File: src/rtl/ask_frame_sync.sv
// ---------------------------------------------------------------------------
// ask_frame_sync
// Frame synchroniser for the ASK demodulator's recovered bit stream.
// Hunts bit-by-bit for SYNC_WORD (MSB first). After a match it assembles
// PAYLOAD_BYTES bytes (the last one is an XOR checksum byte) and reports the
// checksum result. While a frame is in progress, a gap of more than
// TIMEOUT_CYC clk cycles between valid bits aborts the frame.
//
// Ports
//   clk_i           system clock (same domain as the demodulator)
//   rst_i           asynchronous active-high reset
//   en_i            block enable; low holds the block in HUNT
//   bit_in_i        demodulated bit
//   bit_in_valid_i  one-cycle strobe qualifying bit_in_i
//   byte_out_o      assembled byte, MSB = first-received bit
//   byte_valid_o    one-cycle strobe qualifying byte_out_o
//   frame_start_o   one-cycle pulse on sync detection
//   frame_done_o    one-cycle pulse with the last payload byte
//   frame_ok_o      checksum result, updated at frame_done_o and held
//   frame_err_o     one-cycle pulse on inter-bit timeout
//   locked_o        high while a frame payload is being received
// ---------------------------------------------------------------------------
module ask_frame_sync #(
    parameter logic [7:0] SYNC_WORD     = 8'hE4,
    parameter int         PAYLOAD_BYTES = 4,
    parameter int         TIMEOUT_CYC   = 16384
) (
    input  logic       clk_i,
    input  logic       rst_i,
    input  logic       en_i,
    input  logic       bit_in_i,
    input  logic       bit_in_valid_i,
    output logic [7:0] byte_out_o,
    output logic       byte_valid_o,
    output logic       frame_start_o,
    output logic       frame_done_o,
    output logic       frame_ok_o,
    output logic       frame_err_o,
    output logic       locked_o
);

    localparam int            CW        = $clog2(TIMEOUT_CYC + 1);
    localparam logic [CW-1:0] TO_LIM    = CW'(TIMEOUT_CYC);
    localparam logic [CW-1:0] CYC_ONE   = CW'(1);
    localparam logic [3:0]    LAST_BYTE = 4'(PAYLOAD_BYTES);

    typedef enum logic {
        HUNT    = 1'b0,
        PAYLOAD = 1'b1
    } state_t;

    state_t        state_q;
    logic [7:0]    sr_q;
    logic [2:0]    bit_cnt_q;
    logic [3:0]    byte_cnt_q;
    logic [7:0]    acc_q;
    logic [CW-1:0] cyc_cnt_q;
    logic [7:0]    byte_out_q;
    logic          byte_valid_q;
    logic          frame_start_q;
    logic          frame_done_q;
    logic          frame_ok_q;
    logic          frame_err_q;

    logic [7:0]    shift_d;
    logic [3:0]    byte_cnt_d;
    logic [CW-1:0] cyc_cnt_d;

    // Candidate shift value, next byte index and saturating cycle count.
    always_comb begin
        shift_d    = {sr_q[6:0], bit_in_i};
        byte_cnt_d = byte_cnt_q + 4'd1;
        cyc_cnt_d  = (cyc_cnt_q == TO_LIM) ? cyc_cnt_q : (cyc_cnt_q + CYC_ONE);
    end

    // Hunt / payload state machine with registered strobes and data.
    always_ff @(posedge clk_i or posedge rst_i) begin
        if (rst_i) begin
            state_q       <= HUNT;
            sr_q          <= 8'h00;
            bit_cnt_q     <= 3'd0;
            byte_cnt_q    <= 4'd0;
            acc_q         <= 8'h00;
            cyc_cnt_q     <= '0;
            byte_out_q    <= 8'h00;
            byte_valid_q  <= 1'b0;
            frame_start_q <= 1'b0;
            frame_done_q  <= 1'b0;
            frame_ok_q    <= 1'b0;
            frame_err_q   <= 1'b0;
        end else begin
            byte_valid_q  <= 1'b0;
            frame_start_q <= 1'b0;
            frame_done_q  <= 1'b0;
            frame_err_q   <= 1'b0;
            if (!en_i) begin
                // Silent abandon: byte_out and frame_ok keep their values.
                state_q    <= HUNT;
                sr_q       <= 8'h00;
                bit_cnt_q  <= 3'd0;
                byte_cnt_q <= 4'd0;
                acc_q      <= 8'h00;
                cyc_cnt_q  <= '0;
            end else begin
                case (state_q)
                    HUNT: begin
                        cyc_cnt_q <= '0;
                        if (bit_in_valid_i) begin
                            if (shift_d == SYNC_WORD) begin
                                frame_start_q <= 1'b1;
                                state_q       <= PAYLOAD;
                                sr_q          <= 8'h00;
                                bit_cnt_q     <= 3'd0;
                                byte_cnt_q    <= 4'd0;
                                acc_q         <= 8'h00;
                            end else begin
                                sr_q <= shift_d;
                            end
                        end
                    end
                    PAYLOAD: begin
                        // A valid bit wins over a timeout in the same cycle.
                        if (bit_in_valid_i) begin
                            cyc_cnt_q <= '0;
                            bit_cnt_q <= bit_cnt_q + 3'd1;
                            sr_q      <= shift_d;
                            if (bit_cnt_q == 3'd7) begin
                                byte_out_q   <= shift_d;
                                byte_valid_q <= 1'b1;
                                acc_q        <= acc_q ^ shift_d;
                                byte_cnt_q   <= byte_cnt_d;
                                if (byte_cnt_d == LAST_BYTE) begin
                                    // Clearing sr keeps payload bits out of the next hunt.
                                    frame_done_q <= 1'b1;
                                    frame_ok_q   <= ((acc_q ^ shift_d) == 8'h00);
                                    state_q      <= HUNT;
                                    sr_q         <= 8'h00;
                                    bit_cnt_q    <= 3'd0;
                                    byte_cnt_q   <= 4'd0;
                                end
                            end
                        end else if (cyc_cnt_q == TO_LIM) begin
                            frame_err_q <= 1'b1;
                            state_q     <= HUNT;
                            sr_q        <= 8'h00;
                            bit_cnt_q   <= 3'd0;
                            byte_cnt_q  <= 4'd0;
                            cyc_cnt_q   <= '0;
                        end else begin
                            cyc_cnt_q <= cyc_cnt_d;
                        end
                    end
                    default: begin
                        state_q    <= HUNT;
                        sr_q       <= 8'h00;
                        bit_cnt_q  <= 3'd0;
                        byte_cnt_q <= 4'd0;
                        cyc_cnt_q  <= '0;
                    end
                endcase
            end
        end
    end

    assign byte_out_o    = byte_out_q;
    assign byte_valid_o  = byte_valid_q;
    assign frame_start_o = frame_start_q;
    assign frame_done_o  = frame_done_q;
    assign frame_ok_o    = frame_ok_q;
    assign frame_err_o   = frame_err_q;
    assign locked_o      = (state_q == PAYLOAD);

endmodule

File: config.mk
export PLATFORM = sky130hd
export DESIGN_NAME = ask_frame_sync
export DESIGN_NICKNAME = d
export VERILOG_FILES = /design/src/rtl/ask_frame_sync.sv
export SDC_FILE = /design/constraint.sdc
export NUM_CORES = 1
export LEC_CHECK = 0
export CAP_MARGIN = 20
export CORE_ASPECT_RATIO = 0.5
export CORE_MARGIN = 10
export CORE_UTILIZATION = 63
export CTS_BUF_LIST = sky130_fd_sc_hd__clkbuf_4 sky130_fd_sc_hd__clkbuf_8 sky130_fd_sc_hd__clkbuf_16
export DETAILED_ROUTE_END_ITERATION = 10
export GPL_TIMING_DRIVEN = 0
export PLACE_DENSITY = 0.85
export SYNTH_ARGS = -nofsm -noshare
export SYNTH_HDL_FRONTEND = slang
export SYNTH_SLANG_ARGS = --single-unit
File: constraint.sdc
create_clock -name clk_i -period 2.7 [get_ports clk_i]
set_input_delay 0.54 -clock clk_i [delete_from_list [all_inputs] [get_ports clk_i]]
set_output_delay 0.54 -clock clk_i [all_outputs]
set_load 0.1 [all_outputs]
==> results of run 1 <==
## state kept, by name (all words and copies together), names as in the netlist
| signal | cells |
|---|---|
| acc_q | 8 |
| bit_cnt_q | 3 |
| byte_cnt_q | 4 |
| byte_out_o | 8 |
| byte_valid_o | 1 |
| cyc_cnt_q | 15 |
| frame_done_o | 1 |
| frame_err_o | 1 |
| frame_ok_o | 1 |
| frame_start_o | 1 |
| locked_o | 1 |
| sr_q | 7 |
## cell families after synthesis
group,Yosys count,share of synthesized area [%]
AND/OR/NAND/NOR,115,23.0
XOR/XNOR,21,6.91
multiplexers,2,0.847
adder cells (fa/ha/maj),6,2.82
AO/OA/AOI/OAI,50,14.6
flip-flops,51,48.0
buffers and inverters,21,3.76
## cell type report
cell class / instances / share of cell area [%]
flip-flops and latches: 51 / 42.1
clock inverters: 1 / 0.248
well taps: 54 / 2.23
plain buffers: 11 / 2.06
clock buffers: 7 / 3.18
multi-input cells: 194 / 42.3
inverters: 10 / 1.24
repair buffers: 19 / 6.60
## layer usage
layer / vias up / GRT usage (%) / wire length (um)
met2: 57 / 25.4 / 2730
li1: 1001 / - / -
met4: 0 / 6.21 / 59
met5: - / 0 / 0
met3: 4 / 5.16 / 324
met1: 1048 / 19.7 / 2590
## metrics by stage
stage	std cells	hold WS, ps	setup WS [ps]	utilization (%)	area, sq um
detailed placement	339	468	413	73.5	2930
finish	347	465	333	76.1	3030
floorplan	266	474	532	-	2660
global route	347	472	281	76.1	3030
CTS	347	466	320	76.1	3030
global placement	338	459	52.8	73.0	2910
## how the worst max path moves through the flow
stage               slack (ps)  depth (start not counted)                      start                        to
floorplan                  530                          6         locked_o$_DFF_PP0_    frame_ok_o$_DFFE_PP0P_
global placement            50                          2                      rst_i    byte_valid_o$_DFF_PP0_
detailed placement         410                          5             bit_in_valid_i  bit_cnt_q[0]$_DFFE_PP0P_
CTS                        320                          1  byte_out_o[1]$_DFFE_PP0P_             byte_out_o[1]
global route               280                          1  byte_out_o[1]$_DFFE_PP0P_             byte_out_o[1]
finish                     330                          1  byte_out_o[1]$_DFFE_PP0P_             byte_out_o[1]
## power breakdown
group	internal [uW]	switching (uW)
combinational	26.9	42.3
clock	234	256
sequential	769	15.7
total	1030	314
## synthesized netlist by cell type (4+ instances only)
library cell	number
buf_2	5
dfrtp_1	51
ha_1	6
inv_1	10
nand2_1	35
nand3_1	8
nand4_1	9
nor2_1	29
nor3_1	7
nor3b_1	7
o211ai_1	7
o21ai_0	12
o2bb2ai_1	7
xnor2_1	17
xor2_1	4
==> metrics.json, run 1 <==
{
  "pin_count": 19,
  "cts.sinks": 51,
  "layout_min_cycle_time_ps": 2370,
  "grt_start_max_net_pins": 43,
  "drv.max_cap_violation_count": 0,
  "setup_viols_final": 0,
  "drt_pre_antenna_iters": 4,
  "effective_utilization_at_floorplan_pct": 66.8,
  "crit_path_start_kind": "register",
  "synth_ff_type": "dfrtp_1",
  "syn_area_sq_um": 2660,
  "grt_use_total_pct": 15.9,
  "ff2ff_setup_slack_ps": 600,
  "placement_rows": 16,
  "slew-limit-headroom_pct": 34.7,
  "ctsRootBufferMaster": "clkbuf_8",
  "tightest_slew_ps": 976,
  "detail_route.iter0.violations": 167,
  "ratio_of_cells_with_drive_above_1_in_the_final_layout_pct": 11.3,
  "criticalPathCategory": "register to output pin",
  "final_nets": 303,
  "antenna_diode_instance_count": 0,
  "most-common-layout-cells": "dfrtp_1 (51), nand2_1 (35), nor2_1 (29)",
  "grt_overflow_total": 0,
  "max_freq_mhz": 422,
  "timing.final.crit_share_pct": 87.7,
  "grt_pass1_vias": 2082,
  "rsz0062_at_grt": "false",
  "peakVddDrop_v": 0.000366,
  "timing.critical_path.slowest_stage_cell": "clkdlybuf4s50_1",
  "final-hold-violation-count": 0,
  "cp_cell_instances": "clkdlybuf4s50_1",
  "cts_max_path_buffers": 2,
  "cts.repair_timing.setup_buffer_count": 0,
  "crit_path_end_kind": "output pin",
  "hold_path_class": "input port to asynchronous set/reset pin",
  "drv_slew": 0,
  "path_max_fanout": 2,
  "wirelength_um": 5710,
  "clock_latency_ps": 320,
  "leakagePower_uw": 0.00131,
  "mostFrequentLayoutCell": "dfrtp_1",
  "area.growth.synth_to_final_pct": 14.0,
  "htree_num_levels": 2,
  "total_of_hold_buffers_inserted_after_clock_tree_synthesis": 0,
  "avgSynthCellArea_sq_um": 10.0,
  "resized_after_cts": 0,
  "post_drt_via_cell_ratio": 6.08,
  "synth_edf_count": 0,
  "cp_top_family": "buffers and inverters",
  "synth-seq-cells": 51,
  "num_vias": 2110,
  "max_stage_delay_ps": 1140,
  "power_per_cell_area_nw_per_um2": 443,
  "crit_required_ps": 2160,
  "port_buffers": 18,
  "synth.distinct_cells": 46,
  "clk_transition_reported_paths_ps": 100,
  "status": "finished clean",
  "yosysWarnings": 0,
  "wl_per_cell_um": 16.4,
  "route.detailed.drc": 0,
  "drtAntennaViolNets": 0,
  "die_height_um": 65.9,
  "setup_tns_ps": 0,
  "placeable_core_region_sq_um": 3980,
  "synth.top_cells.by_area": "dfrtp_1 (48%), xnor2_1 (5.6%), nand2_1 (4.9%)",
  "die-area_sq_um": 7380,
  "rr_startpoint": "bit_cnt_q[1]$_DFFE_PP0P_",
  "timing.rr.end": "acc_q[3]$_DFFE_PP0P_",
  "netlist_instances": 266,
  "floorplan.die.width_um": 112,
  "global_route_wire_length_before_repair_um": 9720,
  "synth_top_area_share_pct": 48.0,
  "cts_tree": "built",
  "multi_input_comb_area_sq_um": 1280,
  "totalPowerFinal_uw": 1340,
  "place_congestion": 0.893,
  "regArea_sq_um": 1280,
  "syn-num-nets": 277,
  "critical_path.n_buffers_inverters": 1,
  "place_hpwl_um": 4050,
  "synth.largest_area_cell": "dfrtp_1",
  "filler_cell_count": 269,
  "async_flop_share_pct": 100,
  "cts_buffers": 5,
  "synth_seq_area_share_pct": 48.0,
  "cp.arrival_ps": 1830,
  "rr_worst_depth": 9,
  "grt_antenna_before_repair": 0,
  "finalClockSkew_ps": 18.9
}
Note: power is estimated with default switching activity, not from simulation.
==> run 2: changes to the inputs <==
CAP_MARGIN = 5   (was 20)
CORE_MARGIN = 1   (was 10)
CORE_UTILIZATION = 50   (was 63)
PLACE_DENSITY = 0.7   (was 0.85)
==> run 2 against run 1 <==
Effect of this change:
- hold slack gained 14 ps
- clock-buffer cell count shrank 1
- fmax grew 1.2%
- sequential power is essentially flat
- flip-flop and latch count is the same
- routed wire length shrank 11%
- global-route usage grew 4.4 points
- non-clock buffer count is the same
- first-iteration DRC count shrank 64%
- largest power group unchanged
- highest routed layer unchanged
==> metrics.json, run 2 (same netlist as run 1, synthesis figures left out) <==
{
  "placement_rows": {"value": 18, "change": "+2"},
  "num_vias": {"value": 2020, "change": "-4.3%"},
  "die_height": {"value": 53.6, "unit": "um", "change": "-19%"},
  "critical_path.n_buffers_inverters": {"value": 1, "change": "unchanged"},
  "effective_utilization_at_floorplan": {"value": 53.0, "unit": "%", "change": "-14 points"},
  "htree_num_levels": {"value": 2, "change": "unchanged"},
  "wl_per_cell": {"value": 14.0, "unit": "um", "change": "-15%"},
  "max_freq": {"value": 428, "unit": "MHz", "change": "+1.2%"},
  "leakagePower": {"value": 0.00131, "unit": "uW", "change": "-0.26%"},
  "final_nets": {"value": 303, "change": "unchanged"},
  "finalCoreUtilization": {"value": 60.4, "unit": "%", "change": "-16 points"},
  "placeable_core_region": {"value": 5020, "unit": "sq um", "change": "+26%"},
  "peakVddDrop": {"value": 0.000248, "unit": "V", "change": "-32%"},
  "grt_antenna_before_repair": {"value": 0, "change": "unchanged"},
  "timing.critical_path.slowest_stage_cell": "clkdlybuf4s50_1",
  "ctsRootBufferMaster": "clkbuf_8",
  "placed_cell_area": {"value": 2950, "unit": "sq um", "change": "+0.68%"},
  "totalPowerFinal": {"value": 1290, "unit": "uW", "change": "-4.0%"},
  "place_hpwl": {"value": 3650, "unit": "um", "change": "-9.8%"},
  "area.growth.synth_to_final_pct": 14.1,
  "ff2ff_setup_slack": {"value": 610, "unit": "ps", "change": "about the same"},
  "grt_use_total": {"value": 20.3, "unit": "%", "change": "+4.4 points"},
  "criticalPathCategory": "register to output pin",
  "crit_required": {"value": 2160, "unit": "ps", "change": "about the same"},
  "max_stage_delay": {"value": 1130, "unit": "ps", "change": "about the same"},
  "cts.sinks": {"value": 51, "change": "unchanged"},
  "route.detailed.drc": {"value": 0, "change": "unchanged"},
  "postLayoutSetupSlackWorst": {"value": 362, "unit": "ps", "change": "+28.8 ps"},
  "top_register": "cyc_cnt_q",
  "grt_pass1_vias": {"value": 1847, "change": "-11%"},
  "pin_count": {"value": 19, "change": "unchanged"},
  "resized_after_cts": {"value": 0, "change": "unchanged"},
  "drv.max_cap_violation_count": {"value": 0, "change": "unchanged"},
  "grt_start_max_net_pins": {"value": 27, "change": "-37%"},
  "power_per_cell_area": {"value": 425, "unit": "nW/um^2", "change": "-4.1%"},
  "drv_slew": {"value": 0, "change": "unchanged"},
  "die-area": {"value": 5630, "unit": "sq um", "change": "-24%"},
  "cp.arrival": {"value": 1800, "unit": "ps", "change": "-30 ps"},
  "mostFrequentLayoutCell": "dfrtp_1",
  "stdcell_area": {"value": 3040, "unit": "sq um", "change": "+0.12%"},
  "final-hold-violation-count": {"value": 0, "change": "unchanged"},
  "port_buffers": {"value": 18, "change": "unchanged"},
  "antenna_diode_instance_count": {"value": 0, "change": "unchanged"},
  "global_route_wire_length_before_repair": {"value": 8830, "unit": "um", "change": "-9.2%"},
  "floorplan.die.width": {"value": 105, "unit": "um", "change": "-6.0%"},
  "cts_buffers": {"value": 5, "change": "unchanged"},
  "tightest_slew": {"value": 966, "unit": "ps", "change": "-10.6 ps"},
  "clk_transition_reported_paths": {"value": 90, "unit": "ps", "change": "about the same"},
  "cts_max_path_buffers": {"value": 2, "change": "unchanged"},
  "most-common-layout-cells": "dfrtp_1 (51), nand2_1 (35), nor2_1 (29)",
  "post_drt_via_cell_ratio": {"value": 5.58, "change": "-8.2%"},
  "cp_cell_instances": "clkdlybuf4s50_1",
  "hold_path_class": "register to register",
  "crit_path_start_kind": "register",
  "layout_min_cycle_time": {"value": 2340, "unit": "ps", "change": "-28.8 ps"},
  "placement.setup.worst_slack": {"value": 388, "unit": "ps", "change": "-25.2 ps"},
  "clock_latency": {"value": 300, "unit": "ps", "change": "-20 ps"},
  "place_congestion": {"value": 0.801, "change": "-10%"},
  "slew-limit-headroom": {"value": 35.4, "unit": "%", "change": "+0.71 points"},
  "cts.repair_timing.setup_buffer_count": {"value": 0, "change": "unchanged"},
  "total_of_hold_buffers_inserted_after_clock_tree_synthesis": {"value": 0, "change": "unchanged"},
  "crit_path_end_kind": "output pin",
  "cts_tree": "built",
  "largest_reg_flops": {"value": 15, "change": "unchanged"},
  "path_max_fanout": {"value": 2, "change": "unchanged"},
  "finalClockSkew": {"value": 8.34, "unit": "ps", "change": "-10.6 ps"},
  "grt_overflow_total": {"value": 0, "change": "unchanged"},
  "filler_cell_count": {"value": 435, "change": "+62%"},
  "timing.final.crit_share": {"value": 86.6, "unit": "%", "change": "-1.1 points"},
  "setup_viols_final": {"value": 0, "change": "unchanged"},
  "ratio_of_cells_with_drive_above_1_in_the_final_layout": {"value": 11.0, "unit": "%", "change": "-0.30 points"},
  "status": "finished clean",
  "cp_top_family": "buffers and inverters",
  "drt_pre_antenna_iters": {"value": 4, "change": "unchanged"},
  "drtAntennaViolNets": {"value": 0, "change": "unchanged"},
  "wirelength": {"value": 5050, "unit": "um", "change": "-11%"},
  "rsz0062_at_grt": "false",
  "detail_route.iter0.violations": {"value": 60, "change": "-64%"}
}
-- run 2: cell types whose count changed in the layout (fill, tap and decap cells not counted) --
cell | previous run | this run
clkinvlp_4 | 1 | 0
clkbuf_8 | 7 | 6
clkinv_2 | 0 | 1
-- run 2: routing by layer --
metal / GRT usage, % / vias up / share of wire (%)
li1: - / 1003 / -
met1: 28.0 / 982 / 51
met2: 33.7 / 28 / 44
met3: 4.00 / 7 / 3.8
met4: 4.93 / 0 / 0.87
met5: 0 / - / 0
-- run 2: cell type report --
| class | instances | area, sq um | area share (%) |
|---|---|---|---|
| buffer | 11 | 62.6 | 2.06 |
| clock buffer | 6 | 82.6 | 2.72 |
| clock inverter | 1 | 5.00 | 0.165 |
| inverter | 10 | 37.5 | 1.24 |
| multi-input combinational | 194 | 1280 | 42.3 |
| sequential | 51 | 1280 | 42.0 |
| tap | 70 | 87.6 | 2.89 |
| timing repair buffer | 19 | 200 | 6.60 |
-- run 2: final timing paths --
| check | cells past startpoint | end | startpoint |
|---|---|---|---|
| min reg2reg | 2 | byte_out_o[7]$_DFFE_PP0P_ | byte_out_o[7]$_DFFE_PP0P_ |
| min | 2 | byte_out_o[7]$_DFFE_PP0P_ | byte_out_o[7]$_DFFE_PP0P_ |
| max | 1 | byte_out_o[1] | byte_out_o[1]$_DFFE_PP0P_ |
| max reg2reg | 9 | acc_q[3]$_DFFE_PP0P_ | bit_cnt_q[0]$_DFFE_PP0P_ |
| min in group asynchronous | 2 | cyc_cnt_q[0]$_DFF_PP0_ | rst_i |
| max in group asynchronous | 3 | sr_q[1]$_DFFE_PP0P_ | rst_i |
-- run 2: per-stage QoR --
stage | instances | hold slack, ps | setup TNS, ps
floorplan | 266 | 474 | 0
global placement | 354 | 458 | -1120
detailed placement | 355 | 463 | 0
CTS | 362 | 484 | 0
global route | 362 | 502 | 0
finish | 362 | 479 | 0
-- run 2: power by group --
| part | switching, uW | leakage [uW] | internal (uW) |
|---|---|---|---|
| sequential | 14.9 | 0.000710 | 769 |
| combinational | 40.0 | 0.000548 | 26.8 |
| clock | 239 | 0.0000470 | 202 |
| total | 293 | 0.00131 | 997 |
